**config.mk**
```make
export PLATFORM = sky130hd
export DESIGN_NAME = lock_sequencer
export DESIGN_NICKNAME = d
export VERILOG_FILES = /design/src/rtl/lock_sequencer.sv
export SDC_FILE = /design/constraint.sdc
export NUM_CORES = 1
export LEC_CHECK = 0
export ABC_AREA = 1
export CAP_MARGIN = 30
export CORE_MARGIN = 1
export CORE_UTILIZATION = 49
export CTS_CLUSTER_SIZE = 10
export DETAILED_ROUTE_END_ITERATION = 8
export PLACE_DENSITY = 0.91
export SYNTH_ARGS = -nofsm -noshare
export SYNTH_HDL_FRONTEND = slang
export SYNTH_SLANG_ARGS = --single-unit
```
**constraint.sdc**
```tcl
create_clock -name clk -period 1.5 [get_ports clk]
set_clock_uncertainty 0.05 [all_clocks]
set_input_delay 0.3 -clock clk [delete_from_list [all_inputs] [get_ports clk]]
set_output_delay 0.3 -clock clk [all_outputs]
set_load 0.05 [all_outputs]
```
**src/rtl/lock_sequencer.sv**
```systemverilog
// lock_sequencer: fetch/latch/execute sequencer that turns 12-bit ROM words into
// one-cycle control words for the combination-lock datapath.
module lock_sequencer #(
  parameter int unsigned ADDR_W     = 6,
  parameter int unsigned START_ADDR = 0
) (
  input  logic              clk,
  input  logic              rst_n,
  input  logic              start,
  input  logic              ev,
  output logic [ADDR_W-1:0] prog_addr,
  input  logic [11:0]       prog_data,
  output logic              wrA,
  output logic [1:0]        selA,
  output logic [1:0]        selB,
  output logic [1:0]        aluOp,
  output logic              imm,
  output logic [1:0]        selR,
  input  logic [5:0]        CC,
  output logic              busy,
  output logic              done,
  output logic              err,
  output logic [ADDR_W-1:0] pc
);

  localparam int unsigned IR_W = 12;
  localparam int unsigned CC_W = 6;

  localparam logic [1:0] OP_ALU = 2'b00;
  localparam logic [1:0] OP_BR  = 2'b01;
  localparam logic [1:0] OP_MEM = 2'b10;

  localparam logic [1:0] SYS_NOP  = 2'b00;
  localparam logic [1:0] SYS_HALT = 2'b01;
  localparam logic [1:0] SYS_WAIT = 2'b10;

  typedef enum logic [2:0] {
    S_IDLE,
    S_FETCH,
    S_LATCH,
    S_EXEC,
    S_WAIT,
    S_HALT
  } state_e;

  typedef struct packed {
    logic       wr_a;
    logic [1:0] sel_a;
    logic [1:0] sel_b;
    logic [1:0] alu_op;
    logic       imm;
    logic [1:0] sel_r;
  } ctrl_t;

  state_e            state_q, state_d;
  logic [ADDR_W-1:0] pc_q, pc_d;
  logic [ADDR_W-1:0] pc_inc_c;
  logic [IR_W-1:0]   ir_q, ir_d;
  logic [CC_W-1:0]   flags_q, flags_d;
  logic              err_q, err_d;
  logic              busy_q, busy_d;
  logic              done_q, done_d;
  ctrl_t             ctrl_q, ctrl_d;
  ctrl_t             dec_c;
  logic [7:0]        cond_vec_c;
  logic              taken_c;

  assign pc_inc_c   = pc_q + ADDR_W'(1);
  // Condition indices 6 and 7 are unconditional; bit 9 inverts the sense.
  assign cond_vec_c = {2'b11, flags_q};
  assign taken_c    = cond_vec_c[ir_q[8:6]] ^ ir_q[9];

  // Decode the word arriving from ROM so the control word is registered into EXEC.
  always_comb begin
    dec_c = '0;
    case (prog_data[11:10])
      OP_ALU: begin
        dec_c.alu_op = prog_data[9:8];
        dec_c.sel_a  = prog_data[7:6];
        dec_c.sel_b  = prog_data[5:4];
        dec_c.imm    = prog_data[3];
        dec_c.sel_r  = prog_data[2:1];
        dec_c.wr_a   = prog_data[0];
      end
      OP_MEM: begin
        dec_c.sel_a  = prog_data[7:6];
        dec_c.sel_b  = prog_data[5:4];
        dec_c.imm    = 1'b1;
        dec_c.alu_op = prog_data[9] ? 2'b11 : 2'b10;
        dec_c.wr_a   = ~prog_data[9];
      end
      default: dec_c = '0;
    endcase
  end

  // Next-state, pc and flag update.
  always_comb begin
    state_d = state_q;
    pc_d    = pc_q;
    ir_d    = ir_q;
    flags_d = flags_q;
    err_d   = err_q;
    ctrl_d  = '0;
    case (state_q)
      S_IDLE: begin
        if (start) begin
          pc_d    = ADDR_W'(START_ADDR);
          state_d = S_FETCH;
        end
      end
      S_FETCH: state_d = S_LATCH;
      S_LATCH: begin
        ir_d    = prog_data;
        ctrl_d  = dec_c;
        state_d = S_EXEC;
      end
      S_EXEC: begin
        state_d = S_FETCH;
        case (ir_q[11:10])
          OP_ALU: begin
            flags_d = CC;
            pc_d    = pc_inc_c;
          end
          OP_BR:  pc_d = taken_c ? ir_q[ADDR_W-1:0] : pc_inc_c;
          OP_MEM: pc_d = pc_inc_c;
          default: begin
            case (ir_q[9:8])
              SYS_NOP:  pc_d = pc_inc_c;
              SYS_HALT: state_d = S_HALT;
              SYS_WAIT: state_d = S_WAIT;
              default: begin
                err_d   = 1'b1;
                state_d = S_HALT;
              end
            endcase
          end
        endcase
      end
      S_WAIT: begin
        if (ev) begin
          pc_d    = pc_inc_c;
          state_d = S_FETCH;
        end
      end
      S_HALT: begin
        if (start) begin
          pc_d    = ADDR_W'(START_ADDR);
          err_d   = 1'b0;
          state_d = S_FETCH;
        end
      end
      default: state_d = S_IDLE;
    endcase
    busy_d = (state_d == S_FETCH) || (state_d == S_LATCH) ||
             (state_d == S_EXEC)  || (state_d == S_WAIT);
    done_d = (state_d == S_HALT);
  end

  always_ff @(posedge clk or negedge rst_n) begin
    if (!rst_n) begin
      state_q <= S_IDLE;
      pc_q    <= '0;
      ir_q    <= '0;
      flags_q <= '0;
      err_q   <= 1'b0;
      busy_q  <= 1'b0;
      done_q  <= 1'b0;
      ctrl_q  <= '0;
    end else begin
      state_q <= state_d;
      pc_q    <= pc_d;
      ir_q    <= ir_d;
      flags_q <= flags_d;
      err_q   <= err_d;
      busy_q  <= busy_d;
      done_q  <= done_d;
      ctrl_q  <= ctrl_d;
    end
  end

  assign prog_addr = pc_q;
  assign pc        = pc_q;
  assign wrA       = ctrl_q.wr_a;
  assign selA      = ctrl_q.sel_a;
  assign selB      = ctrl_q.sel_b;
  assign aluOp     = ctrl_q.alu_op;
  assign imm       = ctrl_q.imm;
  assign selR      = ctrl_q.sel_r;
  assign busy      = busy_q;
  assign done      = done_q;
  assign err       = err_q;

endmodule

```
# Word-level counts from Yosys, hierarchy flattened
# Cells that the tools add are included.
[classes]
add_sub_neg = 1
eq_ne = 21
bitwise = 2
n_mux = 21
magnitude_cmp = 1
n_reduce_logical = 16
[op_table]
columns = ["cell", "count"]
rows = [
  ["$mux 6", 4],
  ["$pmux 6 s3", 1],
  ["$pmux 8 s2", 1],
  ["$pmux 3 s5", 1],
  ["$eq 3x2->1 const B", 4],
  ["$eq 3x3->1 const B", 4],
  ["$pmux 6 s2", 1],
  ["$mux 10", 1],
  ["$mux 3", 3],
  ["$ne 2x2->1 const B", 4],
  ["$reduce_and 4->1", 2],
  ["$add 6x1->6 const B", 1],
  ["$eq 2x2->1 const B", 3],
  ["$eq 3x1->1 const B", 2],
  ["$logic_not 2->1", 3],
  ["$pmux 3 s2", 1],
  ["$reduce_or 3->1", 2],
  ["$mux 1", 5],
  ["$eq 2x1->1 const B", 2],
  ["$lt 3x4->1 const B", 1],
  ["$ne 4x4->1 const B", 1],
  ["$reduce_or 2->1", 2],
  ["$bmux 1 s3", 1],
  ["$logic_not 3->1", 1],
  ["9 further kinds", 11],
]
[word_totals]
out_inout_bits = 25
regBits = 40
wordCells = 75

# Longest topological paths before layout
[depth]
depth_word = 8
ltp_mapped = 12
mapped_depth_nobuf = 12

# Worst setup path before layout
# Ideal clock, no wire load.
[synth_timing]
path_kind = "register to register"
from = "register pc_q[0] (netlist: pc[0])"
to = "register pc_q[5] (netlist: pc[5])"
t_arrival_ps = 1572
path_slack_ps = -199
setup_ps = 78
n_path_buf = 0
path_stages_with_launch = 8
cell_sequence = "dfrtp_1 > nand3_1 > nand3b_1 > xnor2_1 > inv_1 > o21ai_0 > inv_1 > a21oi_1"
[synth_between]
elab_chain_len = 4
elab_cells_between_ends = 6
cone_classes = "add/sub: 1; mux: 5"
[synth_rtl]
columns = ["element", "line_no", "text"]
rows = [
  ["start: declaration", "56", "logic [ADDR_W-1:0] pc_q, pc_d;"],
  ["start signal: assignment", "171", "pc_q <= pc_d;"],
  ["$add 6x1->6 *", "68", "assign pc_inc_c = pc_q + ADDR_W'(1);"],
  ["$mux 6, on equally long branches", "127, 124", ""],
  ["$pmux 6 s2", "119", "case (ir_q[11:10])"],
  ["$pmux 6 s3 *", "104", "case (state_q)"],
]
# Every way passes the cells marked *; elsewhere a longest branch is shown, timed or not. The select of a mux whose other input is x is not followed.
# A chain may end at the register's enable or synchronous reset.

# Worst setup path after layout
[layout_timing]
from = "register state_q[1]"
to = "register pc_q[2] (netlist: pc[2])"
[layout_between]
elab_chain_len = 4
elab_cells_between_ends = 11
cone_classes = "eq/ne: 6; mux: 1; reduce/logical: 4"
[layout_rtl]
columns = ["element", "line_no", "text"]
rows = [
  ["start: declaration", "55", "state_e state_q, state_d;"],
  ["start signal: assignment", "170", "state_q <= state_d;"],
  ["$eq 3x3->1 or $logic_not 3->1 (tied branches)", "104", ""],
  ["$reduce_or 2->1 (no source line)", "n/a", ""],
  ["$ne 2x1->1 (no source line) or $reduce_bool 3->1 (tied branches)", "n/a", ""],
  ["$reduce_and 4->1 (no source line)", "n/a", ""],
]
# Parallel ways exist; a longest one is shown, timed or not.

==> results.toml <==
[floorplanning]
pin_count = 47
core_um2 = 3690
die_h_um = 64.2
dieArea_um2 = 4120
die-width_um = 64.2
num_rows = 22
start_util = 0.514

[yosys]
synth_area_um2 = 1890
yosys-top-cells-count = "43 x nand2_1, 40 x dfrtp_1, 23 x inv_1"
yosysTopAreaCell = "dfrtp_1"
synthMuxAreaShare = 0.0357
synthDistinctLibCells = 29
synth_compound_area_frac = 0.0991
synth_nets = 235
synth-async-reset-ratio = 1.00
synth_simple_gate_area_frac = 0.232
netlist.area_leader.share = 0.528
syn_area_per_cell_um2 = 8.94
yosys.area_share.adder = 0.00661
ys_seq_area_frac = 0.528
post-synth-top-count-cell = "nand2_1"
synth_edf_count = 0
synth_flop_cell = "dfrtp_1"
yosys_warnings = 0
synth_top_family_by_area = "simple AND/OR/NAND/NOR gates"
synth-xor-area-share = 0.0185
synth.area.top_cells = "dfrtp_1 53%, nand2_1 8.5%, inv_1 4.6%"
synthCells = 212
yosys_register_bits = 40

[grt]
antenna_found_initial = 0
grt_first_pass_wirelength_mm = 7.44
first_global_vias = 1663
grt_use_total = 0.243
overflow = 0
grt_max_degree = 23

[layout]
design_area_um2 = 2910
diodes = 0
layout-drive-gt1-share = 0.322
nFillCells = 216
multi_input_area_um2 = 820
final_nets = 296
area_growth_pct = 53.7
register_area_um2 = 1010
utilization = 0.789
final_cells = 321

[clock_tree]
numCtsBuffers = 5
h-tree-depth = 2
clkSinkCount = 40
cts_buffer_depth = 2
cts_tree = "done"
clock_latency_ns = 0.30
clockRootBuffer = "clkbuf_8"
cts.clk_slew.worst_paths_ns = 0.07

[route]
wl_per_cell_um = 14.2
wl_mm = 4.54
vias = 1716
antenna_left = 0
drc = 0
drtIter0Drc = 77
viasPerCell = 5.35
first_pass_iters = 4

[timing]
fin_crit_sh = 1.05
drv_slew = 0
max_slew.worst_pin.slew_ns = 0.427
slew_headroom = 0.715
hold_viol = 0
setup_viol = 7
fmax_mhz = 635
grt_setup_unrepaired = "true"
min_period_ns = 1.57
setup_ws_ns = -0.0745

[min_path]
hold_path.class = "primary input to async pin"

[critical_path]
end_kind = "flip-flop"
critPathArrivalTime_ns = 1.71
start_kind = "flip-flop"
path_max_fanout = 5
cp_data_required_time_ns = 1.64
crit_type = "flip-flop to flip-flop"

[status]
violations = "negative setup slack"
status = "complete, but fails checks"

[power_and_ir_drop]
p_leak_uw = 0.00136
power.density_nw_per_um2 = 2490
vdd_drop_max_mv = 1.25

[placement]
hpwl_mm = 3.17
placed_cells = 309
port_buffers = 46
place_congestion = 0.886
dpl_cell_area_um2 = 2710

[job]
cap_violations = 0
## report_power, final
| group | switching, uW | internal, uW | leakage [uW] |
|---|---|---|---|
| registers | 414 | 1540 | 0.000492 |
| logic | 2610 | 2020 | 0.000825 |
| clock network | 367 | 314 | 0.0000400 |
## final timing paths
kind,depth (start not counted),startpoint,end,slack (ns)
min reg2reg,2,ir_q[3],ir_q[3],0.44
min in group clk,2,ir_q[3],ir_q[3],0.44
max,8,state_q[1],pc[2],-0.07
min,2,rst_n,done,0.42
max reg2reg,8,state_q[1],pc[2],-0.07
max in group asynchronous,3,rst_n,selB[1],0.52
## layout by cell type (no fill, tap or decap), types with 3 or more instances in the layout
| cell | count |
|---|---|
| nand2_1 | 40 |
| nand4_1 | 8 |
| inv_2 | 3 |
| dfrtp_2 | 5 |
| nor2_1 | 20 |
| clkbuf_8 | 5 |
| a21oi_2 | 6 |
| buf_12 | 26 |
| nand3_2 | 4 |
| nand2_2 | 4 |
| clkdlybuf4s50_1 | 20 |
| mux2_2 | 6 |
| xor2_1 | 3 |
| buf_4 | 13 |
| o21ai_0 | 12 |
| nand3_1 | 8 |
| a21oi_1 | 7 |
| inv_1 | 22 |
| dfrtp_1 | 35 |
## stage by stage
step                      total power, uW  setup slack (ns)  setup TNS [ns]  hold slack [ns]
after floorplan                      4410            0.0187               0          -0.0456
after global placement               5930           -0.0239         -0.0782            0.206
after detailed placement             6080           -0.0893          -0.339            0.211
after CTS                            6890           0.00363               0            0.433
after global routing                 7710            -0.161           -1.01            0.461
final                                7260           -0.0745          -0.278            0.419
## final cells by class
cell class,count,share of cell area
timing repair buffer,63,0.292
sequential,40,0.346
inverter,25,0.0322
clock inverter,2,0.00430
multi-input combinational,138,0.281
clock buffer,5,0.0236
tap,48,0.0206
## routing by layer
metal | vias to the layer above | share of wire | track usage
met5 | - | 0 | 0
met4 | 0 | 0.019 | 0.108
met3 | 9 | 0.053 | 0.0661
met2 | 65 | 0.52 | 0.419
met1 | 833 | 0.41 | 0.280
li1 | 809 | - | -
## logic make-up (layout without fill, tap and decap cells)
group           after synthesis  in the layout
compound gates               32             32
xor+xnor                      4              4
fa+ha+maj                     1              1
buf+inv                      34             95
flops                        40             40
mux                           6              6
simple gates                 95             95
## registers in the layout (all words and copies together) (netlist names)
name     flops
ir_q        12
flags_q      6
pc           6
state_q      3
aluOp        2
selA         2
selB         2
selR         2
busy         1
done         1
err          1
imm          1
wrA          1
## worst max-delay path, cell delays in order, from the launching register on
cell     delay (ns)
dfrtp_1        0.44
inv_1          0.12
nand3_2        0.11
and2_1         0.20
o22ai_2        0.14
nor2_4         0.06
buf_4          0.15
nor2_1         0.15
a21oi_2        0.05
## repair_timing
action                                  4_1_cts  5_1_grt
resized for setup                             8       13
endpoints found under the hold margin        18        0
hold buffers                                  1        0
gates cloned                                  0        1
pin swaps                                     0        5
setup buffers                                 0        3
endpoints found under the setup margin       16       20
Note: power is estimated with default switching activity, not from simulation.
